`src/rtl/pipe_flow_pkg.sv`:
```
// Shared constants and sizing helper for the pipeline flow controller.
// Default stage count, statistic counter width and occupancy width function.
package pipe_flow_pkg;

   localparam int DEF_STAGES  = 4;
   localparam int STALL_CNT_W = 16;

   function automatic int occ_width(input int stages);
      return $clog2(stages + 1);
   endfunction

endpackage

```
`src/rtl/pipe_flow_ctrl_vld_cell.sv`:
```
// One stage's valid bit: 1-cycle state, combinational we/clr to its data register.
// Advances when empty or when the stage ahead advances; reset/flush force we=clr=1.
module pipe_vld_cell (
   input  logic clk,
   input  logic reset,
   input  logic src,
   input  logic en_next,
   input  logic flush,
   output logic v,
   output logic en,
   output logic clr
);

   logic v_q;
   logic v_d;
   logic kill;

   always_comb begin
      kill = reset | flush;
      en   = kill | !v_q | en_next;
      clr  = kill | (en & !src);
      v_d  = v_q;
      if (kill) begin
         v_d = 1'b0;
      end else if (en) begin
         v_d = src;
      end
   end

   always_ff @(posedge clk) begin
      if (reset) begin
         v_q <= 1'b0;
      end else begin
         v_q <= v_d;
      end
   end

   assign v = v_q;

endmodule

```
`src/rtl/pipe_flow_ctrl.sv`:
```
// Valid/ready control for an N-stage register chain: STAGES-cycle latency, 1 item/cycle.
// Stalls only when every stage is full and out_rdy=0; optional stall statistic under PIPE_FLOW_CTRL_STAT_EN.
module pipe_flow_ctrl
   import pipe_flow_pkg::*;
#(
   parameter int STAGES = DEF_STAGES,
   parameter int CW     = occ_width(STAGES)
) (
   input  logic                   clk,
   input  logic                   reset,
   input  logic                   in_vld,
   output logic                   in_rdy,
   output logic                   out_vld,
   input  logic                   out_rdy,
   input  logic                   flush,
   output logic [STAGES-1:0]      stage_we,
   output logic [STAGES-1:0]      stage_clr,
   output logic [STAGES-1:0]      stage_vld,
   output logic [CW-1:0]          occupancy,
   output logic [STALL_CNT_W-1:0] stall_cnt
);

   logic [STAGES-1:0] v;
   logic [STAGES-1:0] en;
   logic [STAGES-1:0] en_next;
   logic [STAGES-1:0] src;
   logic              in_fire;
   logic              out_fire;
   logic [CW-1:0]     occ_q;
   logic [CW-1:0]     occ_d;

   assign in_rdy = en[0] & !flush & !reset;

   // en_next is the closed form of the ripple: stage i+1 advances unless it and
   // everything beyond it is full with the exit blocked.
   for (genvar i = 0; i < STAGES; i++) begin : g_stage
      if (i == STAGES - 1) begin : g_last
         assign en_next[i] = out_rdy;
      end else begin : g_mid
         assign en_next[i] = out_rdy | ~&v[STAGES-1:i+1];
      end

      if (i == 0) begin : g_entry
         assign src[i] = in_vld & in_rdy;
      end else begin : g_chain
         assign src[i] = v[i-1];
      end

      pipe_vld_cell u_cell (
         .clk     (clk),
         .reset   (reset),
         .src     (src[i]),
         .en_next (en_next[i]),
         .flush   (flush),
         .v       (v[i]),
         .en      (en[i]),
         .clr     (stage_clr[i])
      );
   end

   assign stage_we  = en;
   assign stage_vld = v;
   assign out_vld   = v[STAGES-1];

   // An item leaving during a flush is dropped, so it is never counted out.
   assign in_fire  = in_vld & in_rdy;
   assign out_fire = out_vld & out_rdy & !flush;

   always_comb begin
      occ_d = occ_q;
      if (flush) begin
         occ_d = '0;
      end else begin
         occ_d = occ_q + CW'(in_fire) - CW'(out_fire);
      end
   end

   always_ff @(posedge clk) begin
      if (reset) begin
         occ_q <= '0;
      end else begin
         occ_q <= occ_d;
      end
   end

   assign occupancy = occ_q;

`ifdef PIPE_FLOW_CTRL_STAT_EN
   logic [STALL_CNT_W-1:0] stall_q;
   logic [STALL_CNT_W-1:0] stall_d;

   always_comb begin
      stall_d = stall_q;
      if (out_vld && !out_rdy && !flush && (stall_q != '1)) begin
         stall_d = stall_q + STALL_CNT_W'(1);
      end
   end

   always_ff @(posedge clk) begin
      if (reset) begin
         stall_q <= '0;
      end else begin
         stall_q <= stall_d;
      end
   end

   assign stall_cnt = stall_q;
`else
   assign stall_cnt = '0;
`endif

endmodule

```
`config.mk`:
```
export PLATFORM = sky130hd
export DESIGN_NAME = pipe_flow_ctrl
export DESIGN_NICKNAME = d
export VERILOG_FILES = /design/src/rtl/pipe_flow_pkg.sv /design/src/rtl/pipe_flow_ctrl_vld_cell.sv /design/src/rtl/pipe_flow_ctrl.sv
export SDC_FILE = /design/constraint.sdc
export NUM_CORES = 1
export LEC_CHECK = 0
export BUFFER_PORTS_ARGS = -buffer_cell sky130_fd_sc_hd__buf_2
export CORE_MARGIN = 5
export CORE_UTILIZATION = 44
export CTS_BUF_LIST = sky130_fd_sc_hd__clkbuf_8
export CTS_CLUSTER_DIAMETER = 50
export CTS_CLUSTER_SIZE = 24
export DETAILED_ROUTE_END_ITERATION = 16
export MAX_ROUTING_LAYER = met4
export PLACE_DENSITY = 0.81
export SYNTH_ARGS = -nofsm -noshare
export SYNTH_HDL_FRONTEND = slang
export SYNTH_SLANG_ARGS = --single-unit
```
`constraint.sdc`:
```
create_clock -name clk -period 2.6 [get_ports clk]
set_input_delay 0.13 -clock clk [delete_from_list [all_inputs] [get_ports clk]]
set_output_delay 0.13 -clock clk [all_outputs]
set_load 0.05 [all_outputs]
```
After elaboration in Yosys (flattened, before gate mapping) --
Cells that the tools add are included.
Cells by class: multipliers 0, divide/modulo/power cells 0, reductions and logical operators 13, equality and inequality tests 0, shifts and indexed selects 0, $add $sub $neg 2, order comparisons 0, mux-type cells 0, bitwise logic cells 25
Operator list (count):
- 1-bit OR | 16
- 1-bit AND | 9
- 1-bit zero test | 9
- 2-bit OR reduction | 2
- 3-bit by 1-bit adder with 3-bit output | 1
- 3-bit AND reduction | 1
- 3-bit by 1-bit subtractor with 3-bit output | 1
- 2-bit AND reduction | 1
Storage, ports and cells: ROM bits 0, memories 0, bits in writable memories 0, register bits after elaboration 7, word-level logic and storage cells 45, latch bits 0, bits of input ports 5

Depth between registers and ports, before layout --
depth in word-level cells 10, gate-level depth with buffers 10

Cells and area by module --
Synthesis repeated with hierarchy kept, for this count alone.
Unflattened totals: cells, all modules 63, area, all modules 564.3 µm²
Modules (own cells, without submodules):
- pipe_flow_ctrl | sequential area each 60.1 µm², area each 339.1 µm², instances 1, cells each 39
- pipe_vld_cell | sequential area each 20.0 µm², area each 56.3 µm², instances 4, cells each 6

Least setup slack after synthesis --
OpenSTA, ideal clock, no wires.
path kind register -> register, start reg g_stage[3].u_cell.v_q, end reg occ_q[2], in the netlist occupancy[2], stages on the path, launching flop included 10, arrival 2.278 ns, buffers on the path 0, clock period less this slack 2.356 ns, slack 0.244 ns, required time 2.522 ns, cell sequence dfxtp_1 -> nand3b_1 -> o211ai_1 -> ha_1 -> inv_1 -> ha_1 -> inv_1 -> fa_1 -> xnor3_1 -> nor3_1
On the way: longest elaborated chain between the ends 9, elaborated cells between the ends (all ways) 11, classes of those cells add/sub (2); bitwise (7); reduce/logical (2)
RTL lines:
- start: declaration | line pipe_flow_ctrl_vld_cell.sv:14 | logic v_q;
- start signal: assignment | line pipe_flow_ctrl_vld_cell.sv:34 | v_q <= v_d;
- 3-bit AND reduction | line pipe_flow_ctrl.sv:40 | assign en_next[i] = out_rdy | ~&v[STAGES-1:i+1];
- 1-bit zero test | line pipe_flow_ctrl.sv:40
- 1-bit OR | line pipe_flow_ctrl.sv:40
- 1-bit OR | line pipe_flow_ctrl_vld_cell.sv:20 | en = kill | !v_q | en_next;
- 1-bit AND (2 in series) | line pipe_flow_ctrl.sv:32 | assign in_rdy = en[0] & !flush & !reset;
- 1-bit AND | line pipe_flow_ctrl.sv:66 | assign in_fire = in_vld & in_rdy;
- 3-bit by 1-bit adder with 3-bit output | line pipe_flow_ctrl.sv:74 | occ_d = occ_q + CW'(in_fire) - CW'(out_fire);
- 3-bit by 1-bit subtractor with 3-bit output (*) | line pipe_flow_ctrl.sv:74
- end signal: assignment | line pipe_flow_ctrl.sv:80 | occ_q <= '0;
- end signal: assignment | line pipe_flow_ctrl.sv:82 | occ_q <= occ_d;
- end: declaration | line pipe_flow_ctrl.sv:29 | logic [CW-1:0] occ_q;
Every way passes the cells marked *; elsewhere a longest branch is shown, timed or not. A chain may end at the register's enable or synchronous reset.

Final worst setup path --
Ends and elaborated chain as after synthesis.

==> summary.txt <==
wire per inst - 11.2 microns
Gate power share - 0.242
Hold Buf Count CTS - 0
via count - 418
Die ar. - 2280 sq um
worst IR drop on VDD - 0.000300 V
gr usage total - 0.107
reg2reg end - occupancy[2]$_SDFF_PP0_
Slowest cell on crit path - dfxtp_1
grt ovf - 0
Final Instance Area - 628 sq um
hold path start - reset
CP Cell Sequence - nand3b_1 -> o211ai_1 -> ha_1 -> inv_1 -> ha_1 -> inv_1 -> fa_1 -> xnor3_1 -> nor3_1
PostCTS Resize Cnt - 0
synthesis-to-finish area growth - 0%
critical path launch point type - flop
Pleak - 0.312 nW
f_max - 475 MHz
Reg area - 140 sq um
post-synthesis instance total - 70
clock buffer depth - 2
vias in the first global route - 366
Hold WC Path Type - primary input to flop
chip width - 47.8 microns
area of the multi-input gates - 304 sq um
Bufs and invs on worst path - 2
RSZ-0062 raised after global routing - no
Final Skew - 0.00482 ns
Placed Area - 583 sq um
Crit Reg-Reg Startpoint - g_stage[3].u_cell.v$_SDFFE_PP0N_
via/cell ratio - 4.35
initial antenna violation count - 0
Cell Rows - 13
Clock Power Share - 0.431
FF-to-FF path depth - 9
Setup Viol. Count Final - 0
Max-Cap Viols - 0
Crit path largest cell delay - 0.38 ns
status - finished clean
unique cell type count in the Yosys netlist - 26
hold path depth - 2
CTS clock-pin slew for the worst setup and hold paths - 0.04 ns
# DRC - 0
Die Y - 47.8 microns
Clock Tree Root - clkbuf_8
routability congestion estimate - 0.678
Max Fanout on Critical Path - 6
Psw - 0.119 mW
Synth Warn # - 0
Max H-tree Level - 1
# port buffers - 21
WP data required - 2.74 ns
largest net degree at the start of global routing - 11
Antenna Cells - 0
layout cells sized above 1 - 0.346
Sequential Power Share - 0.327
# Post-CTS Setup Buffers - 0
Sw Share - 0.351
biggest area consumer among synthesized cells - buf_4
Layout Utilization - 0.471
PD cells - 542 nW/um^2
most common cell after layout, fill and taps aside - buf_2
Detail Route Antenna Nets - 0
Mapped Area - 628 sq um
Seq cells post-synth - 7
final-report hold violation count - 0
Initial Utilization - 0.471
Total Power - 0.341 mW
fin crit share - 0.809
fill cell count - 133
Top delay family on crit path - adder cells
TritonCTS buffer count - 3
internal power - 0.221 mW
CP endpoint kind - flop
global-route wire length before repair - 1550 microns
core region area - 1330 sq um
Period minus WS final - 2.10 ns
HPWL Detailed - 903 microns
Setup CP Type - flop to flop
clock latency on the worst-skew pair - 0.23 ns
sum of negative setup slack - 0 ns
post-synthesis sequential area ratio - 0.223
area fraction of the dominant cell type after synthesis - 0.335
clk sink count - 7
Iteration-0 DRC Markers - 4
flop-to-flop setup slack - 0.50 ns
Hold Path Sink - occupancy[1]$_SDFF_PP0_
final wirelength - 1070 microns
CTS tree - yes
commonest non-fill, non-tap cells in the layout - 21 x buf_2, 16 x conb_1, 7 x dfxtp_1
Worst Path Arrival - 2.25 ns
Ports - 38
Final Max Tran Viols - 0
ranking of synthesized cells by area - buf_4 33%, dfxtp_1 22%, ha_1 4.0%
nets - 90
syn avg cell area - 8.97 sq um
length of the first detailed-routing pass in iterations - 4
kinds of logic (layout without fill, tap and decap cells):
family	after synthesis	after routing	synth area share
and+or+nand+nor	16	16	0.159
adders and majority gates	3	3	0.0717
buffers and inverters	32	28	0.382
other	1	16	0.00597
xor gates and xnor gates	1	1	0.0359
AOI/OAI and AO/OA	10	10	0.122
DFF	7	7	0.223
synthesized netlist by cell type:
cell type	count
buf_4	28
dfxtp_1	7
nand2_1	5
o21a_1	3
buf_6	2
ha_1	2
inv_1	2
nor3_1	2
o21ai_0	2
a22o_1	1
a22oi_2	1
a31o_1	1
a31oi_1	1
and2_1	1
and2b_1	1
and3b_1	1
conb_1	1
fa_1	1
nand3_1	1
nand3b_1	1
nor2_1	1
nor2_2	1
nor3b_1	1
nor3b_4	1
o211ai_1	1
xnor3_1	1
stage by stage:
stage               hold WS (ns)  cells  setup WS, ns
finish                     0.188     96         0.496
global route               0.197     96         0.321
CTS                        0.189     96         0.479
detailed placement         0.427     92         0.493
global placement           0.408     92         0.559
floorplan                  0.201     85         0.244
sequential cells by signal, indices dropped and copies added (netlist names):
signal and flops:
g_stage.u_cell.v 4, occupancy 3
cell type report:
class	instances	area share
clock inverter	1	0.00598
multi-input combinational	46	0.484
clock buffer	3	0.0657
sequential	7	0.223
inverter	2	0.0120
timing repair buffer	22	0.179
tap	15	0.0299
worst max path at each step:
| stage | start | end | cells after the start |
|---|---|---|---|
| 2_1_floorplan | g_stage[3].u_cell.v$_SDFFE_PP0N_ | occupancy[2]$_SDFF_PP0_ | 9 |
| 3_3_place_gp | g_stage[0].u_cell.v$_SDFFE_PP0P_ | occupancy[2]$_SDFF_PP0_ | 9 |
| 3_5_place_dp | g_stage[0].u_cell.v$_SDFFE_PP0P_ | occupancy[2]$_SDFF_PP0_ | 9 |
| 4_1_cts | g_stage[3].u_cell.v$_SDFFE_PP0N_ | occupancy[2]$_SDFF_PP0_ | 9 |
| 5_1_grt | g_stage[3].u_cell.v$_SDFFE_PP0N_ | occupancy[2]$_SDFF_PP0_ | 9 |
| 6_report | g_stage[3].u_cell.v$_SDFFE_PP0N_ | occupancy[2]$_SDFF_PP0_ | 9 |
per-layer routing:
| metal | part of all wire | track usage | vias up |
|---|---|---|---|
| met4 | 0.021 | 0.0806 | 0 |
| met3 | 0.11 | 0.0564 | 2 |
| li1 | - | - | 209 |
| met5 | 0 | - | - |
| met1 | 0.35 | 0.0962 | 185 |
| met2 | 0.51 | 0.169 | 22 |
power groups by stage:
stage | clock network [mW] | logic (mW) | registers [mW]
after floorplan | 0 | 0.0913 | 0.114
after global placement | 0 | 0.0814 | 0.113
after detailed placement | 0 | 0.0820 | 0.113
after CTS | 0.150 | 0.0820 | 0.111
after global routing | 0.160 | 0.0864 | 0.111
final | 0.147 | 0.0825 | 0.111
No activity file was read; power rests on OpenSTA's default activity.
